### config.mk
export PLATFORM = sky130hd
export DESIGN_NAME = ram_fifo_ctrl_flat
export DESIGN_NICKNAME = d
export VERILOG_FILES = /design/src/rtl/ram_fifo_ctrl_pkg.sv /design/src/rtl/ram_fifo_ctrl_if.sv /design/src/rtl/ram_fifo_ctrl.sv /design/src/flat_wrapper.sv
export SDC_FILE = /design/constraint.sdc
export NUM_CORES = 1
export LEC_CHECK = 0
export ABC_AREA = 1
export BUFFER_PORTS_ARGS = -buffer_cell sky130_fd_sc_hd__buf_4
export CORE_MARGIN = 3
export CORE_UTILIZATION = 45
export CTS_BUF_LIST = sky130_fd_sc_hd__clkbuf_4
export DETAILED_ROUTE_END_ITERATION = 10
export GPL_TIMING_DRIVEN = 0
export PLACE_DENSITY_LB_ADDON = 0.25
export REMOVE_ABC_BUFFERS = 1
export SLEW_MARGIN = 0
export SYNTH_ARGS = -nofsm -noshare
export SYNTH_HDL_FRONTEND = slang
export SYNTH_SLANG_ARGS = --single-unit
### constraint.sdc
create_clock -name clk -period 5.8 [get_ports clk]
set_input_delay 0.29 -clock clk [delete_from_list [all_inputs] [get_ports clk]]
set_output_delay 0.29 -clock clk [all_outputs]
set_load 0.05 [all_outputs]
### src/rtl/ram_fifo_ctrl_pkg.sv
// Shared dispatcher constants and helpers for the RAM-backed FWFT FIFO front end.
// Default geometry, count width and the depth/address consistency check live here.
package ram_fifo_ctrl_pkg;

    localparam int DEF_WORD_SIZE = 16;
    localparam int DEF_ADDR_SIZE = 5;
    localparam int DEF_DEPTH     = 2 ** DEF_ADDR_SIZE;

    // Pointers wrap for free only when the RAM is exactly a power of two deep.
    function automatic bit depth_ok(input int depth, input int addr_size);
        return depth == (1 << addr_size);
    endfunction

    // One extra bit holds 0..DEPTH+1 (RAM contents plus the word on the read register).
    function automatic int cnt_width(input int addr_size);
        return addr_size + 1;
    endfunction

endpackage

### src/rtl/ram_fifo_ctrl_if.sv
// Producer, consumer and RAM-port signals of the FIFO front end.
// master: the controller itself; slave: the parent or testbench around it.
interface ram_fifo_ctrl_if #(
    parameter int WORD_SIZE = 16,
    parameter int ADDR_SIZE = 5
);
    logic                 flush;
    logic                 in_valid;
    logic [WORD_SIZE-1:0] in_word;
    logic                 in_ready;
    logic                 out_valid;
    logic [WORD_SIZE-1:0] out_word;
    logic                 out_ready;
    logic [ADDR_SIZE:0]   count;
    logic                 empty;
    logic                 full;
    logic                 ram_wr_en;
    logic [ADDR_SIZE-1:0] ram_wr_addr;
    logic [WORD_SIZE-1:0] ram_wr_word;
    logic                 ram_rd_en;
    logic [ADDR_SIZE-1:0] ram_rd_addr;
    logic [WORD_SIZE-1:0] ram_rd_word;

    modport master (
        input  flush, in_valid, in_word, out_ready, ram_rd_word,
        output in_ready, out_valid, out_word, count, empty, full,
               ram_wr_en, ram_wr_addr, ram_wr_word, ram_rd_en, ram_rd_addr
    );

    modport slave (
        output flush, in_valid, in_word, out_ready, ram_rd_word,
        input  in_ready, out_valid, out_word, count, empty, full,
               ram_wr_en, ram_wr_addr, ram_wr_word, ram_rd_en, ram_rd_addr
    );

endinterface

### src/rtl/ram_fifo_ctrl.sv
// Turns a registered two-port RAM into a first-word-fall-through FIFO; the RAM read register is the output holding register.
// Latency: push at t -> out_valid at t+2. in_ready drops when the RAM is full; a stalled head blocks further reads.
module ram_fifo_ctrl
    import ram_fifo_ctrl_pkg::*;
#(
    parameter int WORD_SIZE = DEF_WORD_SIZE,
    parameter int ADDR_SIZE = DEF_ADDR_SIZE,
    parameter int DEPTH     = 2 ** ADDR_SIZE
) (
    input  logic                   clk,
    input  logic                   rst,
    ram_fifo_ctrl_if.master        fifo
);

    localparam int CNT_W = cnt_width(ADDR_SIZE);

    if (!depth_ok(DEPTH, ADDR_SIZE)) begin : g_bad_depth
        $error("ram_fifo_ctrl: DEPTH must equal 2**ADDR_SIZE");
    end

    logic [ADDR_SIZE-1:0] wr_ptr_q, wr_ptr_d;
    logic [ADDR_SIZE-1:0] rd_ptr_q, rd_ptr_d;
    logic [CNT_W-1:0]     ram_cnt_q, ram_cnt_d;
    logic                 head_vld_q, head_vld_d;
    logic                 push;
    logic                 rd_go;
    logic                 in_rdy;

    always_comb begin
        in_rdy = (ram_cnt_q != CNT_W'(DEPTH)) && !fifo.flush;
        push   = fifo.in_valid && in_rdy;
        // Only refill the read register once its word is gone or leaving this cycle.
        rd_go  = (ram_cnt_q != '0) && (!head_vld_q || fifo.out_ready) && !fifo.flush;
    end

    always_comb begin
        fifo.in_ready    = in_rdy;
        fifo.full        = !in_rdy;
        fifo.out_valid   = head_vld_q;
        fifo.out_word    = fifo.ram_rd_word;
        fifo.count       = ram_cnt_q + CNT_W'(head_vld_q);
        fifo.empty       = (ram_cnt_q == '0) && !head_vld_q;
        fifo.ram_wr_en   = push;
        fifo.ram_wr_addr = wr_ptr_q;
        fifo.ram_wr_word = fifo.in_word;
        fifo.ram_rd_en   = rd_go;
        fifo.ram_rd_addr = rd_ptr_q;
    end

    always_comb begin
        wr_ptr_d   = wr_ptr_q + ADDR_SIZE'(push);
        rd_ptr_d   = rd_ptr_q + ADDR_SIZE'(rd_go);
        ram_cnt_d  = ram_cnt_q + CNT_W'(push) - CNT_W'(rd_go);
        head_vld_d = rd_go ? 1'b1 : (fifo.out_ready ? 1'b0 : head_vld_q);
        if (fifo.flush) begin
            wr_ptr_d   = '0;
            rd_ptr_d   = '0;
            ram_cnt_d  = '0;
            head_vld_d = 1'b0;
        end
    end

    always_ff @(posedge clk or negedge rst) begin
        if (!rst) begin
            wr_ptr_q   <= '0;
            rd_ptr_q   <= '0;
            ram_cnt_q  <= '0;
            head_vld_q <= 1'b0;
        end else begin
            wr_ptr_q   <= wr_ptr_d;
            rd_ptr_q   <= rd_ptr_d;
            ram_cnt_q  <= ram_cnt_d;
            head_vld_q <= head_vld_d;
        end
    end

endmodule

### src/flat_wrapper.sv
// flat-port wrapper written by rule: the top's interface ports become plain ports
module ram_fifo_ctrl_flat import ram_fifo_ctrl_pkg::*;
#(
    parameter int WORD_SIZE = DEF_WORD_SIZE,
    parameter int ADDR_SIZE = DEF_ADDR_SIZE,
    parameter int DEPTH     = 2 ** ADDR_SIZE
)
  (clk, rst, fifo_flush, fifo_in_valid, fifo_in_word, fifo_out_ready, fifo_ram_rd_word, fifo_in_ready, fifo_out_valid, fifo_out_word, fifo_count, fifo_empty, fifo_full, fifo_ram_wr_en, fifo_ram_wr_addr, fifo_ram_wr_word, fifo_ram_rd_en, fifo_ram_rd_addr);
  ram_fifo_ctrl_if #(.WORD_SIZE(WORD_SIZE), .ADDR_SIZE(ADDR_SIZE)) fifo_i ();
  input  logic clk;
  input  logic rst;
  input wire logic [$bits(fifo_i.flush)-1:0] fifo_flush;
  input wire logic [$bits(fifo_i.in_valid)-1:0] fifo_in_valid;
  input wire logic [$bits(fifo_i.in_word)-1:0] fifo_in_word;
  input wire logic [$bits(fifo_i.out_ready)-1:0] fifo_out_ready;
  input wire logic [$bits(fifo_i.ram_rd_word)-1:0] fifo_ram_rd_word;
  output wire logic [$bits(fifo_i.in_ready)-1:0] fifo_in_ready;
  output wire logic [$bits(fifo_i.out_valid)-1:0] fifo_out_valid;
  output wire logic [$bits(fifo_i.out_word)-1:0] fifo_out_word;
  output wire logic [$bits(fifo_i.count)-1:0] fifo_count;
  output wire logic [$bits(fifo_i.empty)-1:0] fifo_empty;
  output wire logic [$bits(fifo_i.full)-1:0] fifo_full;
  output wire logic [$bits(fifo_i.ram_wr_en)-1:0] fifo_ram_wr_en;
  output wire logic [$bits(fifo_i.ram_wr_addr)-1:0] fifo_ram_wr_addr;
  output wire logic [$bits(fifo_i.ram_wr_word)-1:0] fifo_ram_wr_word;
  output wire logic [$bits(fifo_i.ram_rd_en)-1:0] fifo_ram_rd_en;
  output wire logic [$bits(fifo_i.ram_rd_addr)-1:0] fifo_ram_rd_addr;
  assign fifo_i.flush = fifo_flush;
  assign fifo_i.in_valid = fifo_in_valid;
  assign fifo_i.in_word = fifo_in_word;
  assign fifo_i.out_ready = fifo_out_ready;
  assign fifo_i.ram_rd_word = fifo_ram_rd_word;
  assign fifo_in_ready = fifo_i.in_ready;
  assign fifo_out_valid = fifo_i.out_valid;
  assign fifo_out_word = fifo_i.out_word;
  assign fifo_count = fifo_i.count;
  assign fifo_empty = fifo_i.empty;
  assign fifo_full = fifo_i.full;
  assign fifo_ram_wr_en = fifo_i.ram_wr_en;
  assign fifo_ram_wr_addr = fifo_i.ram_wr_addr;
  assign fifo_ram_wr_word = fifo_i.ram_wr_word;
  assign fifo_ram_rd_en = fifo_i.ram_rd_en;
  assign fifo_ram_rd_addr = fifo_i.ram_rd_addr;
  ram_fifo_ctrl #(.WORD_SIZE(WORD_SIZE), .ADDR_SIZE(ADDR_SIZE), .DEPTH(DEPTH)) u_core (.clk(clk), .rst(rst), .fifo(fifo_i));
endmodule
# --- Word-level counts from Yosys, hierarchy flattened ---
# Index checks and enable logic that the tools add are counted.
word_totals:
  reg_bits: 17
  in_bits: 37
  out_inout_bits: 54
  wordCells: 28
op_classes:
  add_sub_neg: 5
  eq_ne: 1
  mux: 6
  n_reduce_logical: 12
ops:
  columns: ["cell", "count"]
  rows:
  - ["adder 6 x 1 -> 6 bit", 2]
  - ["adder 5 x 1 -> 5 bit", 2]
  - ["2-to-1 mux 5 bit", 2]
  - ["zero test 6 bit", 1]
  - ["2-to-1 mux 6 bit", 1]
  - ["inequality test 6 bit, second input constant", 1]
  - ["nonzero test 6 bit", 1]
  - ["subtractor 6 x 1 -> 6 bit", 1]
  - ["logical AND 1 bit", 5]
  - ["zero test 1 bit", 3]
  - ["2-to-1 mux 1 bit", 3]
  - ["nonzero test 3 bit", 1]
  - ["logical OR 1 bit", 1]

# --- Longest topological paths before layout ---
# Gate-level depths: netlist of run 1.
logic_depth:
  word_depth: 6
  mapped_depth: 16
  ltp_nobuf: 16

# --- Least setup slack after synthesis of run 1 ---
# No wires, ideal clock.
synth_path:
  kind: "register -> register"
  from: "register u_core.ram_cnt_q[2]"
  to: "register u_core.ram_cnt_q[4]"
  setup_ns: 0.117
  arrival_ns: 2.781
  t_required_ns: 5.683
  slack_ns: 2.902
  stages_incl_launch_ff: 17
  path_buffers: 0
  synth_period_minus_slack_ns: 2.898
  path_cell_list: "dfrtp_1 -> inv_1 -> ha_1 -> nand4_1 -> nand2_1 -> inv_2 -> nand2_2 -> ha_1 -> inv_1 -> ha_1 -> fa_1 -> nand2_1 -> nand2_1 -> a21oi_1 -> nand2_1 -> nand2_1 -> nor2_1"
synth_between:
  elab_chain_len: 6
  word_cells_on_any_way: 9
  classes_between: "add/sub (2); eq/ne (1); mux (1); reduce/logical (5)"
synth_lines:
  columns: ["item", "line_no", "rtl"]
  rows:
  - ["start, declared", "ram_fifo_ctrl.sv:23", "logic [CNT_W-1:0] ram_cnt_q, ram_cnt_d;"]
  - ["start signal, assigned", "ram_fifo_ctrl.sv:72", "ram_cnt_q <= ram_cnt_d;"]
  - ["inequality test 6 bit", "ram_fifo_ctrl.sv:30", "in_rdy = (ram_cnt_q != CNT_W'(DEPTH)) && !fifo.flush;"]
  - ["logical AND 1 bit", "ram_fifo_ctrl.sv:30", null]
  - ["via fifo_in_ready", "flat_wrapper.sv:17", "output wire logic [$bits(fifo_i.in_ready)-1:0] fifo_in_ready;"]
  - ["logical AND 1 bit", "ram_fifo_ctrl.sv:31", "push = fifo.in_valid && in_rdy;"]
  - ["adder 6 x 1 -> 6 bit", "ram_fifo_ctrl.sv:53", "ram_cnt_d = ram_cnt_q + CNT_W'(push) - CNT_W'(rd_go);"]
  - ["subtractor 6 x 1 -> 6 bit", "ram_fifo_ctrl.sv:53", null]
  - ["2-to-1 mux 6 bit", "ram_fifo_ctrl.sv:55", "if (fifo.flush) begin"]
  - ["via u_core.ram_cnt_d[4]", "ram_fifo_ctrl.sv:23", null]
# The timed path passes the listed nets, and every way through them passes these cells.
# A chain may end at the register's enable or synchronous reset.

# --- Worst setup path in the final report of run 1 ---
layout_path:
  from: "register u_core.ram_cnt_q[3]"
  to: "register u_core.ram_cnt_q[4]"
layout_between:
  elab_chain_len: 6
  word_cells_on_any_way: 9
  classes_between: "add/sub (2); eq/ne (1); mux (1); reduce/logical (5)"
layout_lines:
  columns: ["item", "line_no"]
  rows:
  - ["inequality test 6 bit", "ram_fifo_ctrl.sv:30"]
  - ["logical AND 1 bit", "ram_fifo_ctrl.sv:30"]
  - ["logical AND 1 bit", "ram_fifo_ctrl.sv:31"]
  - ["adder 6 x 1 -> 6 bit", "ram_fifo_ctrl.sv:53"]
  - ["subtractor 6 x 1 -> 6 bit *", "ram_fifo_ctrl.sv:53"]
  - ["2-to-1 mux 6 bit *", "ram_fifo_ctrl.sv:55"]
  - ["via u_core.ram_cnt_d[4]", "ram_fifo_ctrl.sv:23"]
# The timed path passes the listed nets; every way through them passes the cells marked *.

==> impl_metrics.json, run 1 <==
{
  "fin_nets": 217,
  "drt_iter0_drc": 32,
  "ys.flop_type": "dfrtp_1",
  "clock_skew_ns": 0.004398,
  "drive_gt1_share_pct": 27.50,
  "ys_warn_count": 0,
  "grt.overflow.total": 0,
  "num_rows": 19,
  "period_needed_ns": 2.599,
  "cap_violations": 0,
  "yosysSeqAreaShare_pct": 30.63,
  "syn_to_final_growth_pct": 0.1799,
  "via_per_inst": 5.199,
  "reg2reg_to": "u_core.ram_cnt_q[4]$_DFF_PN0_",
  "crit_start": "u_core.ram_cnt_q[3]$_DFF_PN0_",
  "final_cell_mix": "buf_4, inv_1, ha_1",
  "core_area_mm2": 0.002853,
  "synth_area_per_cell_um2": 8.520,
  "status": "completed",
  "portBuffers": 26,
  "rsz0062_at_grt": "no",
  "clock.fmax_mhz": 384.8,
  "vias": 993,
  "period_share_pct": 44.81,
  "critPathKind": "reg2reg",
  "critPathArrivalTime_ns": 2.79,
  "hold_viol": 0,
  "drtAntennaViolNets": 0,
  "worstHoldPathType": "in2reg",
  "die_y_um": 61.56,
  "grt_first_pass_wirelength_um": 5140,
  "grt_max_degree": 18,
  "hpwl_um": 2765,
  "hp-start": "fifo_flush",
  "diodes": 0,
  "cts_tree": "built",
  "yosysUniqueCellTypes": 24,
  "start_kind": "register",
  "gp_congestion": 0.8052,
  "vdd_drop_max_v": 0.0003115,
  "cts_root_buffer": "clkbuf_4",
  "powerDensity_mw_per_mm2": 494.9,
  "cts_setup_buffers": 0,
  "synthCells": 163,
  "routed_wl_um": 3323,
  "cts_buffers": 3,
  "drc": 0,
  "crit_fanout": 4,
  "antenna_found_initial": 0,
  "crit_required_ns": 5.99,
  "synth_compound_area_share_pct": 6.847,
  "r2r_slack_ns": 3.20,
  "yosysTopAreaCell": "dfrtp_1",
  "p_leak_nw": 0.7672,
  "clockBufferDepth": 2,
  "synth_top_area_share_pct": 30.63,
  "io_pins": 91,
  "maxSlewViolCount": 0,
  "clk_pin_slew_ns": 0.10,
  "yosys.area_share.adder_pct": 17.66,
  "end_kind": "register",
  "htreeDepth": 1,
  "ys_ff_latch": 17,
  "synth_top_family_by_area": "buffers and inverters",
  "synth_edf_count": 0,
  "tns_ns": 0,
  "max_slew.worst_pin.slew_ns": 0.2296,
  "die-area_mm2": 0.003789,
  "insertion_delay_ns": 0.29,
  "nFillCells": 294,
  "hold_end": "u_core.fifo.ram_rd_addr[0]$_DFF_PN0_",
  "yosys.area_share.simple_pct": 15.14,
  "synth_area_leaders": "dfrtp_1, buf_4, ha_1",
  "synth-xor-area-share_pct": 2.523,
  "setup_viol": 0,
  "die_x_um": 61.56,
  "grt_pass1_vias": 1002,
  "initial_core_util_pct": 48.68,
  "drt_pass1_iterations": 4,
  "slew_headroom_pct": 84.70,
  "hold_slack_ns": 0.2353,
  "cts.sinks": 17,
  "postSynth.asyncResetShare_pct": 100.0,
  "syn_area_mm2": 0.001389,
  "detail_route.wl_per_cell_um": 17.40,
  "mostFrequentLayoutCell": "buf_4",
  "ff2ff_path_depth": 15,
  "holdPathStages": 2,
  "grt_usage_pct": 19.75,
  "r2r_start": "u_core.ram_cnt_q[3]$_DFF_PN0_",
  "synthMuxAreaShare_pct": 0
}
## area by class of cell
type / count / area, um^2 / share of cell area, %
clock buffer: 4 / 30.03 / 2.158
inverter: 27 / 106.4 / 7.644
multi-input combinational: 85 / 585.6 / 42.09
sequential: 17 / 425.4 / 30.58
tap: 31 / 38.79 / 2.788
timing repair buffer: 27 / 205.2 / 14.75
## stage by stage
| step | instance area (um^2) | std cells | power, mW | setup WS (ns) | util, % |
|---|---|---|---|---|---|
| after floorplan | 1117 | 129 | 0.5160 | 2.903 | - |
| after global placement | 1351 | 186 | 0.6126 | 3.293 | 47.37 |
| after detailed placement | 1351 | 186 | 0.6260 | 3.234 | 47.37 |
| after CTS | 1391 | 191 | 0.6960 | 3.194 | 48.77 |
| after global routing | 1391 | 191 | 0.7519 | 2.942 | 48.77 |
| final | 1391 | 191 | 0.6886 | 3.201 | 48.77 |
## logic make-up after synthesis
family,count (synthesis)
AO/OA/AOI/OAI,16
XOR/XNOR,4
adder cells (fa/ha/maj),19
buffers and inverters,61
flip-flops,17
AND/OR/NAND/NOR,46
## state kept, by name, indices dropped and copies added, names as in the netlist
name	flops
u_core.fifo.out_valid	1
u_core.fifo.ram_wr_addr	5
u_core.fifo.ram_rd_addr	5
u_core.ram_cnt_q	6
## repair_timing
action / in CTS / in global routing
resized for setup: 0 / 0
hold endpoints to repair: 17 / 0
hold buffers: 1 / 0
## routing by layer
metal	vias to the layer above	routed length, um	GRT usage, %
met1	440	1480	26.00
met4	0	31	6.364
met5	-	0	2.857
met3	4	645	18.03
li1	468	-	-
met2	81	1166	22.12
## critical path, stage by stage, from the launching register on
cell and delay, ns:
dfrtp_1 0.43, inv_1 0.13, ha_1 0.20, nand4_1 0.14, nand3_1 0.11, inv_1 0.07, ha_1 0.28, inv_1 0.04
ha_1 0.20, fa_1 0.42, nand2_1 0.09, nand2_1 0.06, a21oi_1 0.16, nand2_1 0.07, nand2_1 0.06, nor2_1 0.04
## cells in the mapped netlist, types with 2 or more instances
cell type / n
nand4_1: 2
nand3_2: 2
nand2_2: 2
nor2_1: 15
ha_1: 18
dfrtp_1: 17
nand3_1: 4
o21ai_1: 4
nand2_1: 17
inv_1: 23
xor2_1: 4
a21oi_1: 7
nor3_1: 2
o21ai_2: 3
buf_4: 32
inv_2: 3
## power by group
group | total (mW) | switching, mW | internal [mW]
registers | 0.167 | 0.0230 | 0.144
clock network | 0.0682 | 0.0367 | 0.0314
logic | 0.453 | 0.303 | 0.150
## worst max path at each step
stage,depth (start not counted),to,slack [ns]
detailed placement,15,u_core.ram_cnt_q[4]$_DFF_PN0_,3.23
finish,15,u_core.ram_cnt_q[4]$_DFF_PN0_,3.20
floorplan,16,u_core.ram_cnt_q[4]$_DFF_PN0_,2.90
CTS,15,u_core.ram_cnt_q[4]$_DFF_PN0_,3.19
global placement,15,u_core.ram_cnt_q[4]$_DFF_PN0_,3.29
global route,15,u_core.ram_cnt_q[4]$_DFF_PN0_,2.94
(Power assumes the default switching activity.)
==> inputs of run 2 (changes only) <==
Settings changed: CORE_UTILIZATION 45 to 44.
Clock period 5.8 ns to 2.5 ns, I/O delays scaled along.
==> run 2 against run 1 <==
Effect of this change: maximum frequency rose by 8.6%; clock power rose by 130%; via count grew 2.0%; die area is 2.0% higher; sequential share of layout area down 2.3 points; global-route usage decreased by 2.0 points; combinational power grew to 2.6 times the previous value; non-clock buffer count is 10 higher; first-iteration DRC count shrank 38%; critical path depth is the same; hold slack worse by 0.16 ns.
==> impl_metrics.json, run 2 (synthesis results as in run 1) <==
{
  "grt_first_pass_wirelength_um": 5216,
  "fin_nets": 227,
  "routed_wl_um": 3418,
  "io_pins": 91,
  "drtAntennaViolNets": 0,
  "critPathKind": "reg2reg",
  "syn_to_final_growth_pct": 8.468,
  "setup_slack_ns": 0.1076,
  "clock.fmax_mhz": 418.0,
  "gp_congestion": 0.7981,
  "worstHoldPathType": "in2reg",
  "die_x_um": 62.18,
  "layout.cells.non_filler": 212,
  "crit_chain": "inv_2, ha_4, nand4_1, nand3_2, inv_1, ha_1, inv_1, ha_2, fa_2, nand2_1, nand2_1, a21oi_2, nand2_1, nand2_1, nor2_1",
  "crit_fanout": 3,
  "detail_route.wl_per_cell_um": 16.12,
  "cpMaxStageDelayCell": "dfrtp_1",
  "clockBufferDepth": 2,
  "cp_top_family": "adder cells",
  "die-area_mm2": 0.003866,
  "vias": 1013,
  "p_leak_nw": 0.8128,
  "portBuffers": 26,
  "critPathArrivalTime_ns": 2.58,
  "cts_buffers": 3,
  "max_slew.worst_pin.slew_ns": 0.2388,
  "num_rows": 19,
  "drt_iter0_drc": 20,
  "crit_top_cell": "nand2_1",
  "placed_cells": 197,
  "powerDensity_mw_per_mm2": 1157,
  "max_stage_delay_ns": 0.41,
  "pre_cts_slack_ns": -0.02380,
  "die_y_um": 62.18,
  "initial_core_util_pct": 48.28,
  "via_per_inst": 4.778,
  "core_area_mm2": 0.002877,
  "largest_reg_flops": 6,
  "drc": 0,
  "slew_headroom_pct": 84.08,
  "max_flop_register": "u_core.ram_cnt_q",
  "period_needed_ns": 2.392,
  "grt_usage_pct": 17.79,
  "maxSlewViolCount": 0,
  "status": "completed",
  "htreeDepth": 1,
  "period_share_pct": 95.70,
  "cts_root_buffer": "clkbuf_4",
  "grt_max_degree": 18,
  "critical_path_buf_inv_count": 3,
  "start_kind": "register",
  "grt_pass1_vias": 1011,
  "crit_required_ns": 2.69,
  "cts.sinks": 17,
  "mostFrequentLayoutCell": "buf_4",
  "grt.overflow.total": 0,
  "setup_viol": 0,
  "vdd_drop_max_v": 0.0005650,
  "drt_pass1_iterations": 4,
  "diodes": 0,
  "end_kind": "register",
  "insertion_delay_ns": 0.28,
  "antenna_found_initial": 0,
  "clock_skew_ns": 0.002351,
  "final_cell_mix": "buf_4, inv_1, nand2_1, dfrtp_1, ha_1",
  "hold_viol": 0,
  "hpwl_um": 2676,
  "drive_gt1_share_pct": 37.65,
  "clk_pin_slew_ns": 0.09,
  "nFillCells": 281,
  "cts_tree": "built",
  "hold_slack_ns": 0.07662,
  "cap_violations": 0
}
-- run 2: cell count changes in the layout (fill, tap and decap cells not counted), sizes merged --
cell / change
buf: +10
-- run 2: worst paths after layout --
kind	slack (ns)	end	start	depth (start not counted)
max	0.11	u_core.ram_cnt_q[4]$_DFF_PN0_	u_core.ram_cnt_q[3]$_DFF_PN0_	15
min	0.08	u_core.fifo.ram_wr_addr[1]$_DFF_PN0_	fifo_flush	2
max reg2reg	0.11	u_core.ram_cnt_q[4]$_DFF_PN0_	u_core.ram_cnt_q[3]$_DFF_PN0_	15
min reg2reg	0.54	u_core.fifo.ram_wr_addr[2]$_DFF_PN0_	u_core.fifo.ram_wr_addr[2]$_DFF_PN0_	1
max in group asynchronous	2.08	u_core.ram_cnt_q[1]$_DFF_PN0_	rst	2
min in group asynchronous	0.23	u_core.fifo.ram_wr_addr[2]$_DFF_PN0_	rst	2
-- run 2: where the power goes --
part	leakage (nW)	switching (mW)	internal (mW)	total, mW
clock network	0.0184	0.0817	0.0728	0.155
registers	0.227	0.0484	0.335	0.384
logic	0.567	0.750	0.454	1.20
-- run 2: through the flow --
step           total power, mW  instance area (um^2)  util [%]  setup TNS, ns
5_1_grt                  1.896                  1506     52.37       -0.05397
3_5_place_dp             1.446                  1365     47.46       -0.02380
3_3_place_gp             1.421                  1365     47.46      -0.006151
4_1_cts                  1.632                  1423     49.46              0
6_report                 1.742                  1506     52.37              0
2_1_floorplan            1.197                  1117         -        -0.7532
-- run 2: layer usage --
metal  share of wire [%]  global-route usage, %
met1                  43                  22.66
met2                  39                  20.97
met3                  17                  15.50
met4                 1.2                  5.801
met5                   0                  2.778
-- run 2: area by class of cell --
cell class | count | area, um^2 | share of cell area, %
inverters | 27 | 106.4 | 7.060
flip-flops and latches | 17 | 425.4 | 28.24
clock buffers | 4 | 30.03 | 1.993
multi-input cells | 85 | 611.8 | 40.61
well taps | 42 | 52.55 | 3.488
repair buffers | 37 | 280.3 | 18.60
-- run 2: timing repair --
action	CTS	global route
pin swaps	0	4
resized for setup	2	9
setup endpoints to repair	1	1
hold endpoints to repair	17	0
buffers inserted	2	8
hold buffers	1	0
==> inputs of run 3 (changes only) <==
Settings changed: MAX_ROUTING_LAYER from default to met4, RECOVER_POWER from default to 100.
==> run 3 against run 2 <==
Effect of this change: non-clock buffer count stayed put; power is 1.1% lower; critical path type unchanged; highest routed layer unchanged; hold slack hardly changed; largest power group unchanged; worst setup slack worse by 0.0017 ns.
==> impl_metrics.json, run 3 (synthesis results as in run 1) <==
{
  "slew_headroom_pct": 38.92,
  "end_kind": "register",
  "tns_ns": 0,
  "clk_pin_slew_ns": 0.09,
  "max_stage_delay_ns": 0.41,
  "insertion_delay_ns": 0.28,
  "largest_reg_flops": 6,
  "cts.sinks": 17,
  "maxSlewViolCount": 0,
  "mostFrequentLayoutCell": "buf_4",
  "worstHoldPathType": "in2reg",
  "clockBufferDepth": 2,
  "critPathArrivalTime_ns": 2.58,
  "period_needed_ns": 2.394,
  "critPathKind": "reg2reg",
  "die-area_mm2": 0.003866,
  "grt_usage_pct": 18.29,
  "initial_core_util_pct": 48.28,
  "syn_to_final_growth_pct": 5.225,
  "layout.cells.non_filler": 212,
  "core_area_mm2": 0.002877,
  "diodes": 0,
  "drt_pass1_iterations": 4,
  "grt_max_degree": 18,
  "grt.overflow.total": 0,
  "final_cell_mix": "buf_4, inv_1, nand2_1, dfrtp_1, ha_1",
  "max_flop_register": "u_core.ram_cnt_q",
  "drtAntennaViolNets": 0,
  "drive_gt1_share_pct": 30.59,
  "setup_viol": 0,
  "antenna_found_initial": 0,
  "cts_buffers": 3,
  "start_kind": "register",
  "drt_iter0_drc": 23,
  "grt_first_pass_wirelength_um": 5209,
  "status": "completed",
  "gp_congestion": 0.8095,
  "fin_nets": 227,
  "htreeDepth": 1,
  "num_rows": 19,
  "hold_viol": 0,
  "p_total_mw": 1.722,
  "hpwl_um": 2676,
  "vdd_drop_max_v": 0.0005642,
  "period_share_pct": 95.76,
  "detail_route.wl_per_cell_um": 16.05,
  "drc": 0,
  "portBuffers": 26,
  "clock_skew_ns": 0.002033,
  "powerDensity_mw_per_mm2": 1179,
  "io_pins": 91,
  "routed_wl_um": 3403,
  "cts_root_buffer": "clkbuf_4",
  "placed_cells": 197,
  "crit_chain": "inv_2, ha_4, nand4_1, nand3_2, inv_1, ha_1, inv_1, ha_2, fa_2, nand2_1, nand2_1, a21oi_2, nand2_1, nand2_1, nor2_1",
  "die_y_um": 62.18,
  "max_slew.worst_pin.slew_ns": 0.9162,
  "clock.fmax_mhz": 417.7,
  "vias": 1029,
  "die_x_um": 62.18,
  "cpMaxStageDelayCell": "dfrtp_1",
  "via_per_inst": 4.854,
  "crit_required_ns": 2.69,
  "crit_top_cell": "nand2_1",
  "grt_pass1_vias": 1009,
  "cts_tree": "built",
  "p_leak_nw": 0.7632,
  "cap_violations": 0,
  "crit_fanout": 3
}
[run 3: cell count changes in the layout (fill, tap and decap cells not counted), sizes merged]
cell    change
buf        -12
clkbuf     +12
[run 3: per-stage QoR]
stage | cell area, um^2 | setup slack (ns) | util, % | hold WS (ns)
6_report | 1461 | 0.1059 | 50.80 | 0.07652
5_1_grt | 1461 | -0.05398 | 50.80 | 0.06454
4_1_cts | 1423 | 0.03735 | 49.46 | 0.06919
3_5_place_dp | 1365 | -0.02380 | 47.46 | 0.002956
3_3_place_gp | 1365 | -0.006151 | 47.46 | 0.004603
2_1_floorplan | 1117 | -0.3975 | - | -0.1706
[run 3: layout make-up]
type / count / area (um^2)
sequential: 17 / 425.4
fill: 295 / 1415
timing repair buffer: 37 / 235.2
clock buffer: 4 / 30.03
tap: 42 / 52.55
inverter: 27 / 106.4
multi-input combinational: 85 / 611.8
[run 3: routing by layer]
metal	GRT usage (%)	vias up	routed length [um]
met4	5.801	0	40
met1	23.22	458	1458
li1	-	488	-
met2	20.83	79	1305
met5	-	-	0
met3	15.14	4	599
[run 3: final timing paths]
check	start	endpoint	slack [ns]	cells after the start
max	u_core.ram_cnt_q[3]$_DFF_PN0_	u_core.ram_cnt_q[4]$_DFF_PN0_	0.11	15
min	fifo_flush	u_core.fifo.ram_wr_addr[1]$_DFF_PN0_	0.08	2
max reg2reg	u_core.ram_cnt_q[3]$_DFF_PN0_	u_core.ram_cnt_q[4]$_DFF_PN0_	0.11	15
min reg2reg	u_core.fifo.ram_wr_addr[2]$_DFF_PN0_	u_core.fifo.ram_wr_addr[2]$_DFF_PN0_	0.54	1
max in group asynchronous	rst	u_core.fifo.ram_rd_addr[3]$_DFF_PN0_	1.46	2
min in group asynchronous	rst	u_core.fifo.ram_wr_addr[2]$_DFF_PN0_	0.48	2
[run 3: worst max-delay path: cells and delay by family, from the launching register on]
kind                     cells  cell delay, ns
AND/OR/NAND/NOR              7            0.56
adder cells (fa/ha/maj)      4            0.98
flip-flops                   1            0.41
AO/OA/AOI/OAI                1            0.15
buffers and inverters        3            0.20
[run 3: report_power, final]
group | internal, mW | total (mW) | switching [mW]
clock | 0.0728 | 0.155 | 0.0823
combinational | 0.435 | 1.18 | 0.750
sequential | 0.335 | 0.383 | 0.0477
total | 0.843 | 1.72 | 0.880
[run 3: timing repair]
item,4_1_cts,5_1_grt
resized for setup,2,9
setup endpoints to repair,1,1
endpoints found under the hold margin,17,0
buffers inserted,2,8
pin swaps,0,4
hold buffers,1,0
